==> config.mk <==
export PLATFORM = sky130hd
export DESIGN_NAME = pps_monitor_flat
export DESIGN_NICKNAME = d
export VERILOG_FILES = /design/src/rtl/pps_pkg.sv /design/src/rtl/pps_monitor_if.sv /design/src/rtl/pps_sync_edge.sv /design/src/rtl/pps_monitor.sv /design/src/flat_wrapper.sv
export SDC_FILE = /design/constraint.sdc
export NUM_CORES = 1
export LEC_CHECK = 0
export BUFFER_PORTS_ARGS = -buffer_cell sky130_fd_sc_hd__clkbuf_2
export CAP_MARGIN = 20
export CORE_MARGIN = 2
export CORE_UTILIZATION = 30
export DETAILED_ROUTE_END_ITERATION = 7
export GPL_TIMING_DRIVEN = 0
export HOLD_SLACK_MARGIN = 0.1
export PLACE_DENSITY = 0.52
export SYNTH_ARGS = -nofsm -noshare
export SYNTH_HDL_FRONTEND = slang
export SYNTH_SLANG_ARGS = --single-unit
==> constraint.sdc <==
create_clock -name i_clk -period 2.7 [get_ports i_clk]
set_input_delay 0.135 -clock i_clk [delete_from_list [all_inputs] [get_ports i_clk]]
set_output_delay 0.135 -clock i_clk [all_outputs]
set_load 0.05 [all_outputs]
==> src/rtl/pps_pkg.sv <==
// Shared PPS definitions: FSM state encoding, default timing constants and
// a saturating byte increment used by the event counters.
package pps_pkg;

    // Defaults for a 100 MHz reference clock
    localparam int unsigned PPS_NOMINAL_DEF  = 100_000_000;
    localparam int unsigned PPS_TOL_DEF      = 1_000;
    localparam int unsigned PPS_LOCK_CNT_DEF = 3;
    localparam int unsigned PPS_CNT_W_DEF    = 28;

    // Qualifier FSM encoding, kept as plain constants for legacy compatibility
    typedef logic [1:0] pps_state_t;
    localparam pps_state_t ST_HUNT = 2'd0;
    localparam pps_state_t ST_ACQ  = 2'd1;
    localparam pps_state_t ST_LOCK = 2'd2;

    // Increment that sticks at 255 instead of wrapping
    function automatic logic [7:0] sat_inc8(input logic [7:0] v);
        return (v == 8'hFF) ? v : v + 8'd1;
    endfunction

endpackage

==> src/rtl/pps_monitor_if.sv <==
// PPS monitor signal bundle: raw PPS and clear in, qualified results out.
// The master side drives i_pps/i_clr; the slave side is the monitor itself.
interface pps_monitor_if
    import pps_pkg::*;
#(
    parameter int unsigned P_CNT_W = PPS_CNT_W_DEF
) ();

    logic               i_pps;
    logic               i_clr;
    logic               o_pps_q;
    logic [P_CNT_W-1:0] o_period;
    logic               o_period_en;
    logic               o_valid;
    logic [7:0]         o_miss_cnt;
    logic [7:0]         o_err_cnt;

    modport master (
        output i_pps, i_clr,
        input  o_pps_q, o_period, o_period_en, o_valid, o_miss_cnt, o_err_cnt
    );

    modport slave (
        input  i_pps, i_clr,
        output o_pps_q, o_period, o_period_en, o_valid, o_miss_cnt, o_err_cnt
    );

endinterface

==> src/rtl/pps_sync_edge.sv <==
// Two-flop synchronizer plus registered rising-edge detect for a raw PPS.
// An edge is only reported after a genuine post-reset low has been seen, so a
// line that is already high when reset releases never yields a false edge.
module pps_sync_edge (
    input  logic clk,
    input  logic res_n,
    input  logic din,
    output logic rise
);

    logic s1, s2, prev;
    logic fill1, fill2, armed;

    // Metastability filter
    always_ff @(posedge clk) begin
        if (!res_n) begin
            s1 <= 1'b0;
            s2 <= 1'b0;
        end else begin
            s1 <= din;
            s2 <= s1;
        end
    end

    // fill2 marks s2 as holding a real post-reset sample; arm on the first real low
    always_ff @(posedge clk) begin
        if (!res_n) begin
            fill1 <= 1'b0;
            fill2 <= 1'b0;
            armed <= 1'b0;
        end else begin
            fill1 <= 1'b1;
            fill2 <= fill1;
            if (fill2 && !s2) begin
                armed <= 1'b1;
            end
        end
    end

    // One-cycle registered rising-edge event
    always_ff @(posedge clk) begin
        if (!res_n) begin
            prev <= 1'b0;
            rise <= 1'b0;
        end else begin
            prev <= s2;
            rise <= s2 && !prev && armed;
        end
    end

endmodule

==> src/rtl/pps_monitor.sv <==
// PPS qualifier: measures each PPS period against the reference clock,
// classifies edges as good/early/missing, and declares lock after a run of
// good periods. Drives qualified strobe, last period, counters and lock flag.
module pps_monitor
    import pps_pkg::*;
#(
    parameter int unsigned P_NOMINAL  = PPS_NOMINAL_DEF,
    parameter int unsigned P_TOL      = PPS_TOL_DEF,
    parameter int unsigned P_LOCK_CNT = PPS_LOCK_CNT_DEF,
    parameter int unsigned P_CNT_W    = PPS_CNT_W_DEF
) (
    input  logic         i_clk,
    input  logic         i_res_n,
    pps_monitor_if.slave mon
);

    localparam logic [P_CNT_W-1:0] GOOD_MIN = P_CNT_W'(P_NOMINAL - P_TOL);
    localparam logic [P_CNT_W-1:0] TERM_CNT = P_CNT_W'(P_NOMINAL + P_TOL + 1);
    localparam logic [3:0]         LOCK_RUN = 4'(P_LOCK_CNT);

    pps_state_t         state, state_n;
    logic [P_CNT_W-1:0] cnt, cnt_n;
    logic [3:0]         run, run_n;
    logic               pps_edge;
    logic               timeout;
    logic               good_edge;
    logic               early_edge;

    pps_sync_edge u_sync (
        .clk   (i_clk),
        .res_n (i_res_n),
        .din   (mon.i_pps),
        .rise  (pps_edge)
    );

    // Next state: timeout is resolved first, then a coincident edge is treated
    // as a fresh HUNT edge so the same cycle re-acquires.
    always_comb begin
        state_n    = state;
        cnt_n      = cnt;
        run_n      = run;
        timeout    = 1'b0;
        good_edge  = 1'b0;
        early_edge = 1'b0;
        if (state != ST_HUNT) begin
            cnt_n = cnt + P_CNT_W'(1);
            if (cnt == TERM_CNT) begin
                timeout = 1'b1;
                state_n = ST_HUNT;
                run_n   = '0;
                cnt_n   = '0;
            end
        end
        if (pps_edge) begin
            cnt_n = P_CNT_W'(1);
            if (state_n == ST_HUNT) begin
                state_n = ST_ACQ;
                run_n   = '0;
            end else if (cnt >= GOOD_MIN) begin
                good_edge = 1'b1;
                run_n     = (run >= LOCK_RUN) ? LOCK_RUN : run + 4'd1;
                if (run_n == LOCK_RUN) begin
                    state_n = ST_LOCK;
                end
            end else begin
                early_edge = 1'b1;
                run_n      = '0;
                state_n    = ST_ACQ;
            end
        end
    end

    // FSM, period counter and good-run register
    always_ff @(posedge i_clk) begin
        if (!i_res_n) begin
            state <= ST_HUNT;
            cnt   <= '0;
            run   <= '0;
        end else begin
            state <= state_n;
            cnt   <= cnt_n;
            run   <= run_n;
        end
    end

    // Qualified outputs, registered alongside the state change
    always_ff @(posedge i_clk) begin
        if (!i_res_n) begin
            mon.o_pps_q     <= 1'b0;
            mon.o_period    <= '0;
            mon.o_period_en <= 1'b0;
            mon.o_valid     <= 1'b0;
        end else begin
            mon.o_period_en <= good_edge;
            mon.o_pps_q     <= good_edge && (state_n == ST_LOCK);
            mon.o_valid     <= (state_n == ST_LOCK);
            if (good_edge) begin
                mon.o_period <= cnt;
            end
        end
    end

    // Miss counter; clear overrides a coincident increment
    always_ff @(posedge i_clk) begin
        if (!i_res_n || mon.i_clr) begin
            mon.o_miss_cnt <= '0;
        end else if (timeout) begin
            mon.o_miss_cnt <= sat_inc8(mon.o_miss_cnt);
        end
    end

    // Early-edge counter; clear overrides a coincident increment
    always_ff @(posedge i_clk) begin
        if (!i_res_n || mon.i_clr) begin
            mon.o_err_cnt <= '0;
        end else if (early_edge) begin
            mon.o_err_cnt <= sat_inc8(mon.o_err_cnt);
        end
    end

endmodule

==> src/flat_wrapper.sv <==
// flat-port wrapper written by rule: the top's interface ports become plain ports
module pps_monitor_flat import pps_pkg::*;
#(
    parameter int unsigned P_NOMINAL  = PPS_NOMINAL_DEF,
    parameter int unsigned P_TOL      = PPS_TOL_DEF,
    parameter int unsigned P_LOCK_CNT = PPS_LOCK_CNT_DEF,
    parameter int unsigned P_CNT_W    = PPS_CNT_W_DEF
)
  (i_clk, i_res_n, mon_i_pps, mon_i_clr, mon_o_pps_q, mon_o_period, mon_o_period_en, mon_o_valid, mon_o_miss_cnt, mon_o_err_cnt);
  pps_monitor_if #(.P_CNT_W(P_CNT_W)) mon_i ();
  input  logic i_clk;
  input  logic i_res_n;
  input wire logic [$bits(mon_i.i_pps)-1:0] mon_i_pps;
  input wire logic [$bits(mon_i.i_clr)-1:0] mon_i_clr;
  output wire logic [$bits(mon_i.o_pps_q)-1:0] mon_o_pps_q;
  output wire logic [$bits(mon_i.o_period)-1:0] mon_o_period;
  output wire logic [$bits(mon_i.o_period_en)-1:0] mon_o_period_en;
  output wire logic [$bits(mon_i.o_valid)-1:0] mon_o_valid;
  output wire logic [$bits(mon_i.o_miss_cnt)-1:0] mon_o_miss_cnt;
  output wire logic [$bits(mon_i.o_err_cnt)-1:0] mon_o_err_cnt;
  assign mon_i.i_pps = mon_i_pps;
  assign mon_i.i_clr = mon_i_clr;
  assign mon_o_pps_q = mon_i.o_pps_q;
  assign mon_o_period = mon_i.o_period;
  assign mon_o_period_en = mon_i.o_period_en;
  assign mon_o_valid = mon_i.o_valid;
  assign mon_o_miss_cnt = mon_i.o_miss_cnt;
  assign mon_o_err_cnt = mon_i.o_err_cnt;
  pps_monitor #(.P_NOMINAL(P_NOMINAL), .P_TOL(P_TOL), .P_LOCK_CNT(P_LOCK_CNT), .P_CNT_W(P_CNT_W)) u_core (.i_clk(i_clk), .i_res_n(i_res_n), .mon(mon_i));
endmodule
==> results.cfg <==
[logic_synthesis]
ys_async_sr_fraction_pct = 0
synth_top_area_cell = dfxtp_1
synth_most_common_cell = dfxtp_1
ys_warn_count = 0
synthFlopType = dfxtp_1
synth.top_cells.by_area = dfxtp_1 (47%), nand3_1 (6.3%), nand2_1 (5.6%)
synth.distinct_cells = 48
synthCells = 436
synth_seq_area_share_pct = 46.56
synth_fp_nets = 446
synth_top_area_share_pct = 46.56
synth_edf_count = 0
ys_top_cells_by_count = dfxtp_1 (88), nand2_1 (56), nand3_1 (48)
post_synth.cell_area_avg_um2 = 8.678
syn_area_mm2 = 0.003784
synth-seq-cells = 88

[clock_network]
cts_buffer_depth = 2
cts_tree = done
htree_levels = 3
clock_latency_ns = 0.34
clk_pin_slew_worst_paths_ns = 0.06
numClockSinks = 88
cts_setup_buffers = 0
root_buffer = clkbuf_16
numCtsBuffers = 9

[critical_path]
worst_path_max_delay_cell = or4b_1
crit_buf_inv = 2
critPathLaunchType = flop
worstPathRequired_ns = 2.97
path_class = flop to flop
cp_slowest_stage_delay_ns = 0.58
critPathTopFamily = simple AND/OR/NAND/NOR gates
critPathCaptureType = flop
reg2reg_slack_ns = 0.26
cp_cell_sequence = or4b_1, nor4_4, nand3_2, a211oi_2, buf_6, buf_12, nand3_1, o21ai_0
cp_max_fo = 10
cp.arrival_ns = 2.71

[power_and_ir_drop]
pwr-share-seq_pct = 53.1
swShare_pct = 20.43
leakagePower_nw = 1.739
p_clk_share_pct = 44.8
vdd_drop_max_mv = 0.2305
p_int_mw = 1.956
comb_power_share_pct = 2.1
p_switching_mw = 0.5023
powerDensity_mw_per_mm2 = 541.6

[routing]
firstDrtPassIters = 5
num_vias = 3178
wl_met3_um = 403
drc_errors = 0
ant_nets = 0
wl_met1_um = 4151
dr.first_iter.drc_count = 161
drt-total-wl_um = 8567
viasPerCell = 4.708
wire_per_inst_um = 12.69
maxUsedRoutingLayer = met4
wl_met2_um = 3878

[timing]
finalClockSkew_ns = 0.007898
finalHoldViolations = 0
rsz0062_at_grt = no
worstMarginPinSlew_ns = 0.5400
slew_headroom_pct = 63.93
fmax_mhz = 409.0
setup_viol = 0
report.final.slew_viol_count = 0
min_period_over_period_pct = 90.55
post-route-min-period_ns = 2.445
fin_ws_ns = 0.2551
fin_setup_tns_ns = 0

[global_routing]
grt_pass1_wl_um = 14370
grt_pass1_vias = 2949
grt_overflow_total = 0
grtUsageTotal_pct = 13.78
grt_max_degree = 13
antenna_found_initial = 0

[floorplanning]
row_count = 41
start_util_pct = 30.35
die_area_mm2 = 0.01353
pin_count = 51
die_h_um = 116.3
fp.coreArea_mm2 = 0.01247
fp.dieW_um = 116.3

[hold_path]
hp-class = flop to flop

[finish]
fill_cells = 1322
nNetsFinal = 510
antennaDiodeCount = 0
drive_gt1_share_pct = 16.90
fin_area_mm2 = 0.004539
utilization_pct = 36.41
synthToLayoutAreaGrowth_pct = 19.97
final_cells = 675

[placed_design]
post-place-ws_ns = 0.1098
hpwl_um = 6395
dp.cells = 658
port_buffers = 50
globalplace.congestion = 0.8870
placed_area_mm2 = 0.004249

[run]
maxCapViolations = 0

[run_status]
run_status = complete, no violations
[through the flow]
stage,power [mW],hold slack (ns)
after detailed placement,1.383,0.3518
after global placement,1.382,0.3470
final,2.459,0.4348
after floorplan,1.366,0.1627
after global routing,2.560,0.4622
after CTS,2.497,0.4387
[cell families (layout without fill, tap and decap cells)]
logic type                 after synthesis  count (layout)  synth area share, %
adders and majority gates                6               6                1.984
xor gates and xnor gates                28              28                6.482
muxes                                    2               2               0.5291
AOI/OAI and AO/OA                       71              71                11.67
DFF                                     88              88                46.56
and+or+nand+nor                        209             209                27.84
buffers and inverters                   32              99                4.927
[layer usage]
layer | vias to the layer above | GRT usage, %
li1 | 1644 | -
met3 | 10 | 4.670
met2 | 61 | 21.28
met5 | - | 0
met1 | 1463 | 17.73
met4 | 0 | 5.476
[cells in the final DEF, fill, tap and decap left out, drive strengths merged, types with 9 or more instances in the layout]
cell and instances:
a21oi 10, and3 13, buf 10, clkbuf 74, dfxtp 88, inv 11
nand2 56, nand3 49, nand4 11, nor2 39, o21ai 38, xnor2 9
xor2 19
[registers in the layout (all words and copies together) (netlist names), 2 cells and up]
name / cells
u_core.state: 2
u_core.mon.o_period: 28
u_core.mon.o_err_cnt: 8
u_core.cnt: 28
u_core.mon.o_miss_cnt: 8
u_core.run: 4
[worst register-to-register path: stages (launching register included)]
cell and delay, ns:
dfxtp_1 0.37, or4b_1 0.58, nor4_4 0.36, nand3_2 0.14, a211oi_2 0.37, buf_6 0.22
buf_12 0.14, nand3_1 0.10, o21ai_0 0.09
[layout make-up]
class                           count  area (um2)  area share, %
Timing Repair Buffer               53       280.3          6.174
Buffer                             21       150.1          3.308
Multi-Input combinational cell    316        1836          40.44
Inverter                           11       41.29         0.9096
Clock inverter                      1       5.005         0.1103
Tap cell                          172       215.2          4.741
Clock buffer                       13       250.2          5.513
Sequential cell                    88        1762          38.81
[power by group through the flow]
stage / logic [mW] / clock network, mW / registers [mW]
after floorplan: 0.0321 / 0 / 1.33
final: 0.0516 / 1.10 / 1.31
after global placement: 0.0479 / 0 / 1.33
after detailed placement: 0.0491 / 0 / 1.33
after global routing: 0.0585 / 1.20 / 1.31
after CTS: 0.0525 / 1.14 / 1.31
[final timing paths]
path / start / end / depth (start not counted)
setup / recovery: u_core.cnt[17]$_SDFFE_PP0N_ / u_core.mon.o_period[25]$_SDFFE_PN0P_ / 8
hold / removal: u_core.u_sync.fill1$_DFF_P_ / u_core.u_sync.fill2$_SDFF_PN0_ / 1
setup reg to reg: u_core.cnt[17]$_SDFFE_PP0N_ / u_core.mon.o_period[25]$_SDFFE_PN0P_ / 8
hold reg to reg: u_core.u_sync.fill1$_DFF_P_ / u_core.u_sync.fill2$_SDFF_PN0_ / 1
[repair_timing]
action                                  CTS  global route
endpoints found under the hold margin     3             0
hold buffers                              3             0
endpoints found under the setup margin    0            40
gates resized for setup                   0             8
(Power assumes the default switching activity.)
